<file path="config.mk">
export PLATFORM = sky130hd
export DESIGN_NAME = bus_arbiter_n
export DESIGN_NICKNAME = d
export VERILOG_FILES = /design/src/rtl/bus_arbiter_n.sv
export SDC_FILE = /design/constraint.sdc
export NUM_CORES = 1
export LEC_CHECK = 0
export CAP_MARGIN = 30
export CELL_PAD_IN_SITES_DETAIL_PLACEMENT = 0
export CELL_PAD_IN_SITES_GLOBAL_PLACEMENT = 1
export CORE_MARGIN = 10
export CORE_UTILIZATION = 44
export DETAILED_ROUTE_END_ITERATION = 10
export PLACE_DENSITY_LB_ADDON = 0.1
export SLEW_MARGIN = 20
export SYNTH_ARGS = -nofsm -noshare
export SYNTH_HDL_FRONTEND = slang
export SYNTH_SLANG_ARGS = --single-unit
</file>
<file path="constraint.sdc">
create_clock -name clk -period 5 [get_ports clk]
set_input_delay 0.5 -clock clk [delete_from_list [all_inputs] [get_ports clk]]
set_output_delay 0.5 -clock clk [all_outputs]
set_load 0.05 [all_outputs]
</file>
<file path="src/rtl/bus_arbiter_n.sv">
// bus_arbiter_n: parametrised N-master bus arbiter.
// Issues a registered one-hot grant to one requesting master. The grant is held
// until the slave pulses done, the owner withdraws its request, or the hold
// watchdog expires. A watchdog revocation raises a one-cycle timeout pulse.
// Fixed priority (index 0 highest) or round-robin selection is chosen by
// RR_MODE. At least one idle cycle always separates two grants.
module bus_arbiter_n #(
  parameter int NUM_MASTERS = 4,   // 2..16
  parameter int IDX_WIDTH   = 2,   // >= clog2(NUM_MASTERS)
  parameter int RR_MODE     = 1,   // 0 = fixed priority, 1 = round-robin
  parameter int TIMEOUT     = 16   // 2..255 cycles of maximum hold
) (
  input  logic                   clk,
  input  logic                   rst_n,
  input  logic [NUM_MASTERS-1:0] req,
  input  logic                   done,
  output logic [NUM_MASTERS-1:0] grant,
  output logic [IDX_WIDTH-1:0]   grant_idx,
  output logic                   busy,
  output logic                   timeout
);

  // ---------------------------------------------------------------------------
  // Types and constants
  // ---------------------------------------------------------------------------
  typedef enum logic {
    ST_IDLE = 1'b0,
    ST_BUSY = 1'b1
  } state_e;

  // Hold counter is wide enough for the largest legal TIMEOUT (255).
  localparam int                  CNT_W      = 8;
  localparam logic [CNT_W-1:0]    LP_CNT_MAX = CNT_W'(TIMEOUT - 1);

  // Index arithmetic is done one bit wider so base+offset cannot overflow
  // before the wrap-around correction.
  localparam int                  IW1        = IDX_WIDTH + 1;
  localparam logic [IW1-1:0]      LP_NUM     = IW1'(NUM_MASTERS);

  // ---------------------------------------------------------------------------
  // State registers
  // ---------------------------------------------------------------------------
  state_e                   r_state;
  logic [NUM_MASTERS-1:0]   r_grant;
  logic [IDX_WIDTH-1:0]     r_grant_idx;
  logic [CNT_W-1:0]         r_cnt;
  logic [IDX_WIDTH-1:0]     r_ptr;
  logic                     r_timeout;

  // ---------------------------------------------------------------------------
  // Next-state and arbitration wires
  // ---------------------------------------------------------------------------
  state_e                   w_state_nxt;
  logic [NUM_MASTERS-1:0]   w_grant_nxt;
  logic [IDX_WIDTH-1:0]     w_grant_idx_nxt;
  logic [CNT_W-1:0]         w_cnt_nxt;
  logic [IDX_WIDTH-1:0]     w_ptr_nxt;
  logic                     w_timeout_nxt;

  logic [IDX_WIDTH-1:0]     w_base;
  logic [2*NUM_MASTERS-1:0] w_req_dbl;
  logic [NUM_MASTERS-1:0]   w_req_rot;
  logic [IW1-1:0]           w_offset;
  logic [IW1-1:0]           w_sum;
  logic [IDX_WIDTH-1:0]     w_winner;
  logic [IW1-1:0]           w_winner_p1;
  logic [IDX_WIDTH-1:0]     w_ptr_adv;
  logic [NUM_MASTERS-1:0]   w_winner_onehot;

  logic                     w_any_req;
  logic                     w_owner_req;
  logic                     w_wdog;
  logic                     w_release;

  // ---------------------------------------------------------------------------
  // Winner selection: rotate the request vector so the search base sits at
  // bit 0, take the lowest set bit, then rotate the result back.
  // Fixed mode simply uses a base of zero.
  // ---------------------------------------------------------------------------
  always_comb begin
    w_base    = (RR_MODE != 0) ? r_ptr : '0;
    w_req_dbl = {req, req};
    w_req_rot = NUM_MASTERS'(w_req_dbl >> w_base);

    // Scan downward so the lowest set bit is the last one written.
    w_offset = '0;
    for (int i = NUM_MASTERS - 1; i >= 0; i--) begin
      if (w_req_rot[i]) begin
        w_offset = IW1'(i);
      end
    end

    w_sum    = {1'b0, w_base} + w_offset;
    w_winner = (w_sum >= LP_NUM) ? IDX_WIDTH'(w_sum - LP_NUM)
                                 : IDX_WIDTH'(w_sum);

    // Round-robin pointer moves to the master just after the winner.
    w_winner_p1 = {1'b0, w_winner} + IW1'(1);
    w_ptr_adv   = (w_winner_p1 == LP_NUM) ? '0 : IDX_WIDTH'(w_winner_p1);

    w_winner_onehot = NUM_MASTERS'(1) << w_winner;
  end

  // ---------------------------------------------------------------------------
  // Release conditions for the current owner.
  // The grant is one-hot, so masking req with it yields req[grant_idx].
  // ---------------------------------------------------------------------------
  always_comb begin
    w_any_req   = |req;
    w_owner_req = |(req & r_grant);
    w_wdog      = (r_cnt == LP_CNT_MAX);
    w_release   = done | ~w_owner_req | w_wdog;
  end

  // ---------------------------------------------------------------------------
  // FSM next-state and registered-output logic
  // ---------------------------------------------------------------------------
  always_comb begin
    // NOTE: every signal driven here gets a default first, so no branch can
    // leave one unassigned and infer a latch.
    w_state_nxt     = r_state;
    w_grant_nxt     = r_grant;
    w_grant_idx_nxt = r_grant_idx;
    w_cnt_nxt       = r_cnt;
    w_ptr_nxt       = r_ptr;
    w_timeout_nxt   = 1'b0;

    unique case (r_state)
      ST_IDLE: begin
        // done while idle has no meaning and is ignored.
        if (w_any_req) begin
          w_state_nxt     = ST_BUSY;
          w_grant_nxt     = w_winner_onehot;
          w_grant_idx_nxt = w_winner;
          w_cnt_nxt       = '0;
          if (RR_MODE != 0) begin
            w_ptr_nxt = w_ptr_adv;
          end
        end
      end

      ST_BUSY: begin
        // Saturating hold counter; requests from other masters are ignored.
        if (!w_wdog) begin
          w_cnt_nxt = r_cnt + CNT_W'(1);
        end
        if (w_release) begin
          // Always fall back to IDLE, which guarantees the dead cycle even
          // when the same master re-requests. grant_idx keeps its last value.
          w_state_nxt   = ST_IDLE;
          w_grant_nxt   = '0;
          // Watchdog pulse only when nothing else would have ended the grant;
          // a coincident done takes precedence.
          w_timeout_nxt = w_wdog & ~done & w_owner_req;
        end
      end

      default: begin
        w_state_nxt = ST_IDLE;
        w_grant_nxt = '0;
      end
    endcase
  end

  // ---------------------------------------------------------------------------
  // State register; asynchronous reset drops the grant immediately.
  // ---------------------------------------------------------------------------
  always_ff @(posedge clk or negedge rst_n) begin
    if (!rst_n) begin
      r_state     <= ST_IDLE;
      r_grant     <= '0;
      r_grant_idx <= '0;
      r_cnt       <= '0;
      r_ptr       <= '0;
      r_timeout   <= 1'b0;
    end else begin
      // NOTE: non-blocking assignments so every register updates from the
      // values present before the edge, independent of statement order.
      r_state     <= w_state_nxt;
      r_grant     <= w_grant_nxt;
      r_grant_idx <= w_grant_idx_nxt;
      r_cnt       <= w_cnt_nxt;
      r_ptr       <= w_ptr_nxt;
      r_timeout   <= w_timeout_nxt;
    end
  end

  // ---------------------------------------------------------------------------
  // Outputs come straight from registers.
  // ---------------------------------------------------------------------------
  assign grant     = r_grant;
  assign grant_idx = r_grant_idx;
  assign busy      = (r_state == ST_BUSY);
  assign timeout   = r_timeout;

endmodule

</file>
## Yosys cells after proc, flatten, opt, wreduce, memory -nomap -nowiden

Index checks and enable logic that the tools add are counted.

| operators by class | value |
|---|---|
| add/subtract/negate cells | 4 |
| $mul | 0 |
| div/mod/pow operators | 0 |
| magnitude comparators | 1 |
| equal/unequal tests | 5 |
| shifts and indexed selects | 2 |
| multiplexer cells | 17 |
| bitwise operators | 8 |
| reductions and logical operators | 5 |

Operators by type and width:

| cell | count |
|---|---|
| $mux 8 | 2 |
| $pmux 8 s2 | 1 |
| $mux 2 | 5 |
| $add 8x1->8 const B | 1 |
| $eq 8x4->1 const B | 1 |
| $mux 4 | 2 |
| $pmux 4 s2 | 1 |
| $reduce_or 4->1 | 2 |
| $shr 8x2->4 | 1 |
| $reduce_and 2->1 | 3 |
| $and 4x4->4 | 1 |
| $mux 1 | 4 |
| $ne 2x2->1 const B | 2 |
| $shl 1x2->4 const A | 1 |
| $add 2x1->3 const B | 1 |
| $add 2x3->3 | 1 |
| $eq 3x3->1 const B | 1 |
| $ge 3x3->1 const B | 1 |
| $mux 3 | 1 |
| $not 1->1 | 3 |
| $and 1x1->1 | 2 |
| $ne 2x1->1 const B | 1 |
| $or 1x1->1 | 2 |
| $pmux 1 s2 | 1 |
| $sub 2x1->2 const B | 1 |

| word-level totals | value |
|---|---|
| bits in registers | 18 |
| bits in latches | 0 |
| RAM bits | 0 |
| ROM bits | 0 |
| bits of input ports | 7 |
| output and inout bits | 8 |
| logic and storage cells | 48 |
| memories | 0 |

## Longest topological paths before layout

| logic depth | value |
|---|---|
| word-level depth | 11 |
| mapped depth | 12 |
| mapped depth without buffers | 11 |

## Worst setup path after synthesis

Ideal clock, no wire load.

| path | value |
|---|---|
| path type | input-to-reg |
| start point | input port req[0] |
| end point | register r_ptr[1] |
| library setup time | 0.118 ns |
| data arrival time | 2.263 ns |
| required time | 4.882 ns |
| setup slack | 2.620 ns |
| cell stages on the path | 12 |
| buffers on the path | 1 |
| cell sequence | buf_4 -> inv_1 -> o21ai_0 -> a21oi_1 -> o31a_1 -> ha_1 -> xor2_1 -> nor4_1 -> nor2_1 -> ha_1 -> nand2_1 -> nand2_1 |

| between the ends | value |
|---|---|
| word-level cells in the longest chain between the ends | 11 |
| elaborated cells on any way between the ends | 14 |
| those cells by class | add/sub: 3; order compare: 1; eq/ne: 1; shift: 1; mux: 6; reduce/logical: 2 |

RTL lines:

| what | line | text |
|---|---|---|
| start, declared | 15 | `input logic [NUM_MASTERS-1:0] req,` |
| $shr 8x2->4 (*) | 83 | `w_req_rot = NUM_MASTERS'(w_req_dbl >> w_base);` |
| $mux 2 (3 in series) | 88 | `if (w_req_rot[i]) begin` |
| $mux 3 (*) | 88 |  |
| $add 2x3->3 (*) | 93 | `w_sum = {1'b0, w_base} + w_offset;` |
| $ge 3x3->1 / $sub 2x1->2 (equally long branches) | 94 | `w_winner = (w_sum >= LP_NUM) ? IDX_WIDTH'(w_sum - LP_NUM)` |
| $mux 2 (*) | 94 |  |
| $add 2x1->3 (*) | 98 | `w_winner_p1 = {1'b0, w_winner} + IW1'(1);` |
| $eq 3x3->1 | 99 | `w_ptr_adv = (w_winner_p1 == LP_NUM) ? '0 : IDX_WIDTH'(w_winner_p1);` |
| $mux 2 (*) | 99 |  |
| via w_ptr_adv[1] | 67 | `logic [IDX_WIDTH-1:0] w_ptr_adv;` |
| end signal, assigned | 183 | `r_ptr <= w_ptr_nxt;` |
| end, declared | 47 | `logic [IDX_WIDTH-1:0] r_ptr;` |

Mark *: on every way through the listed nets, which the timed path passes. The rest lies on a longest branch.
A chain may end at the register's enable or synchronous reset.

## Worst setup path in the final report

Ends and elaborated chain as after synthesis.

==> impl_metrics.env <==
export IMPL_critPathLaunch="req[0]"
export IMPL_ir_drop_uv=280
export IMPL_intPower_uw=377
export IMPL_synthArstFlopShare_pct=100
export IMPL_grt_max_degree=19
export IMPL_postLayoutCoreUtil_pct=53.6
export IMPL_whs_ns=0.490
export IMPL_tns_ns=0
export IMPL_wl_met1_um=1180
export IMPL_post_drt_wl_per_cell_um=15.7
export IMPL_status="complete, no violations"
export IMPL_crit_family="buffers and inverters"
export IMPL_antenna_found_initial=0
export IMPL_drive_gt1_share_pct=8.96
export IMPL_synth_area_um2=1130
export IMPL_final_hold_viol_count=0
export IMPL_drt_iter0_markers=50
export IMPL_cts_resized=0
export IMPL_syn_inst=121
export IMPL_path_depth=12
export IMPL_synth_edf_count=0
export IMPL_die_w_um=70.6
export IMPL_dpl_cell_count=160
export IMPL_worstSetupEndpoint="r_ptr[1]$_DFFE_PN0P_"
export IMPL_ios=15
export IMPL_synthToLayoutAreaGrowth_pct=16.5
export IMPL_ys_seq_area_share_pct=39.9
export IMPL_routed_wl_met2_um=1310
export IMPL_power_clock_fraction_pct=12.8
export IMPL_place_detailed_hpwl_um=1990
export IMPL_crit_path_start_kind="input port"
export IMPL_cts_hold_buf=0
export IMPL_start_util_pct=46.0
export IMPL_fin_crit_ns=2.85
export IMPL_synth_most_common_cell="dfrtp_1"
export IMPL_synth_ff_type="dfrtp_1"
export IMPL_clk_pin_slew_worst_paths_ns=0.11
export IMPL_switching_power_uw=338
export IMPL_pwr_share_seq_pct=33.9
export IMPL_synth_nets=131
export IMPL_worst_path_largest_cell_delay_ns=0.70
export IMPL_ys_types=40
export IMPL_cts_buffers=3
export IMPL_finalWirelength_um=2570
export IMPL_grt_pass1_wl_um=4620
export IMPL_postCtsSetupRepairBufs=0
export IMPL_drc=0
export IMPL_clockBufferDepth=2
export IMPL_r2r_end="r_ptr[1]$_DFFE_PN0P_"
export IMPL_critical_path_cell_chain="clkdlybuf4s50_1, inv_1, o21ai_0, a21oi_1, o31a_1, ha_1, xor2_1, nor4_1, nor2_1, ha_1, nand2_1, nand2_1"
export IMPL_cts_tree="built"
export IMPL_dieHeight_um=70.6
export IMPL_switching_share_pct=47.3
export IMPL_worst_setup_path_end_kind="register"
export IMPL_ys_warn_count=0
export IMPL_firstDrtPassIters=4
export IMPL_setup_viol_count_final=0
export IMPL_instances_no_fill=164
export IMPL_path_max_fanout=9
export IMPL_critPathKind="in -> reg"
export IMPL_slew_headroom_pct=44.3
export IMPL_io_buffer_count=14
export IMPL_clock_fmax_mhz=351
export IMPL_fin_skew_ns=0.00423
export IMPL_required_ns=5.20
export IMPL_tightestPinTransition_ns=0.834
export IMPL_ant_nets=0
export IMPL_fin_nets=145
export IMPL_arrival_ns=3.05
export IMPL_post_route_period_util_pct=57.0
export IMPL_root_buffer="clkbuf_4"
export IMPL_cp_slowest_cell="clkdlybuf4s50_1"
export IMPL_synthTopCellsByCount="dfrtp_1 (18), nand2_1 (12), nand3_1 (9)"
export IMPL_p_comb_share_pct=53.3
export IMPL_viasPerCell=5.68
export IMPL_synth_avg_cell_area_um2=9.33
export IMPL_p_per_area_nw_per_um2=544
export IMPL_die_area_um2=4990
export IMPL_reg2reg_depth=11
export IMPL_routed_via_count=931
export IMPL_yosys_top_cells_area="dfrtp_1 (40%), nand3_1 (4.0%), nand2_1 (4.0%), ha_1 (3.3%), o21ai_0 (3.1%)"
export IMPL_gr_total_overflow=0
export IMPL_grt_pass1_vias=975
export IMPL_r2r_slack_ns=2.57
export IMPL_slew_violations=0
export IMPL_rows=18
export IMPL_leakage_uw=0.000512
export IMPL_routed_wl_met3_um=58
export IMPL_diodes=0
export IMPL_ys_ff_latch=18
export IMPL_core_area_um2=2450
export IMPL_gp_congestion=0.801
export IMPL_synth_largest_area_cell="dfrtp_1"
export IMPL_timing_rr_start="r_ptr[1]$_DFFE_PN0P_"
export IMPL_drv_cap=0
export IMPL_synth_top_cell_area_share_pct=39.9
export IMPL_h_tree_depth=1
export IMPL_critical_path_buf_inv_count=2
export IMPL_hold_class="reg -> reg"
export IMPL_top_layer="met4"
export IMPL_rsz0062_at_grt="no"
export IMPL_worstSkewPairLatency_ns=0.29
export IMPL_grt_usage_pct=10.9
export IMPL_cts_sinks=18
-- logic make-up (layout without fill, tap and decap cells) --
family / count (synthesis) / in the layout / synth area share [%]
flip-flops: 18 / 18 / 39.9
adder cells (fa/ha/maj): 3 / 3 / 3.33
XOR/XNOR: 5 / 5 / 3.88
buffers and inverters: 13 / 26 / 5.10
multiplexers: 1 / 1 / 0.887
AND/OR/NAND/NOR: 50 / 50 / 25.5
AO/OA/AOI/OAI: 31 / 31 / 21.4
-- cell usage in the layout (no fill, tap or decap), types with 2 or more instances in the layout --
master and count:
dfrtp_1 18, ha_1 3, nor3_1 2, or3_4 2
nand2b_1 4, o32ai_1 3, a22oi_1 2, a21oi_1 3
o31ai_1 2, clkdlybuf4s50_1 14, nand3_1 9, inv_1 8
nor4_1 4, o211ai_1 3, clkbuf_4 3, nand2_1 12
o21a_1 2, nor2b_1 2, o21ai_0 7, nor2_1 6
a31oi_1 2, xnor2_1 4
-- cell type report --
type | instances | area [um^2]
Tap cell | 30 | 37.5
Sequential cell | 18 | 450
Inverter | 8 | 30.0
Fill cell | 259 | 1140
Clock buffer | 4 | 36.3
Timing Repair Buffer | 14 | 140
Multi-Input combinational cell | 90 | 621
-- worst min-delay path, stage by stage (launching register included) --
cell and delay, ns:
dfrtp_1 0.36, nand2_1 0.05, nand2_1 0.05
-- worst min-delay path by stage --
| stage | from | endpoint | slack, ns | cells after the start |
|---|---|---|---|---|
| after floorplan | rst_n | busy$_DFF_PN0_ | 0.20 | 0 |
| after global placement | grant_idx[0]$_DFFE_PN0P_ | grant_idx[0]$_DFFE_PN0P_ | 0.46 | 2 |
| after detailed placement | grant_idx[0]$_DFFE_PN0P_ | grant_idx[0]$_DFFE_PN0P_ | 0.47 | 2 |
| after CTS | grant_idx[0]$_DFFE_PN0P_ | grant_idx[0]$_DFFE_PN0P_ | 0.49 | 2 |
| after global routing | grant_idx[0]$_DFFE_PN0P_ | grant_idx[0]$_DFFE_PN0P_ | 0.55 | 2 |
| final | grant_idx[0]$_DFFE_PN0P_ | grant_idx[0]$_DFFE_PN0P_ | 0.49 | 2 |
-- power groups by stage --
stage	sequential, uW	combinational, uW	clock, uW
after CTS	242	386	93.0
after floorplan	296	227	0
after detailed placement	245	386	0
after global placement	245	379	0
final	242	381	91.9
after global routing	252	429	98.7
-- metal layers --
metal | GRT usage (%) | vias up
li1 | - | 469
met1 | 12.5 | 444
met2 | 19.4 | 14
met3 | 2.23 | 4
met4 | 3.87 | 0
met5 | 0 | -
-- state kept, by name, indices dropped and copies added (netlist names) --
name and count:
busy 1, grant 4, grant_idx 2, r_cnt 8, r_ptr 2, timeout 1
-- through the flow --
step,power (uW),setup WS [ns],instance area (um^2)
2_1_floorplan,523,2.62,1130
3_3_place_gp,624,1.92,1280
4_1_cts,722,2.15,1320
5_1_grt,780,1.84,1320
6_report,715,2.15,1320
3_5_place_dp,630,1.83,1280
No activity file was read; power rests on OpenSTA's default activity.
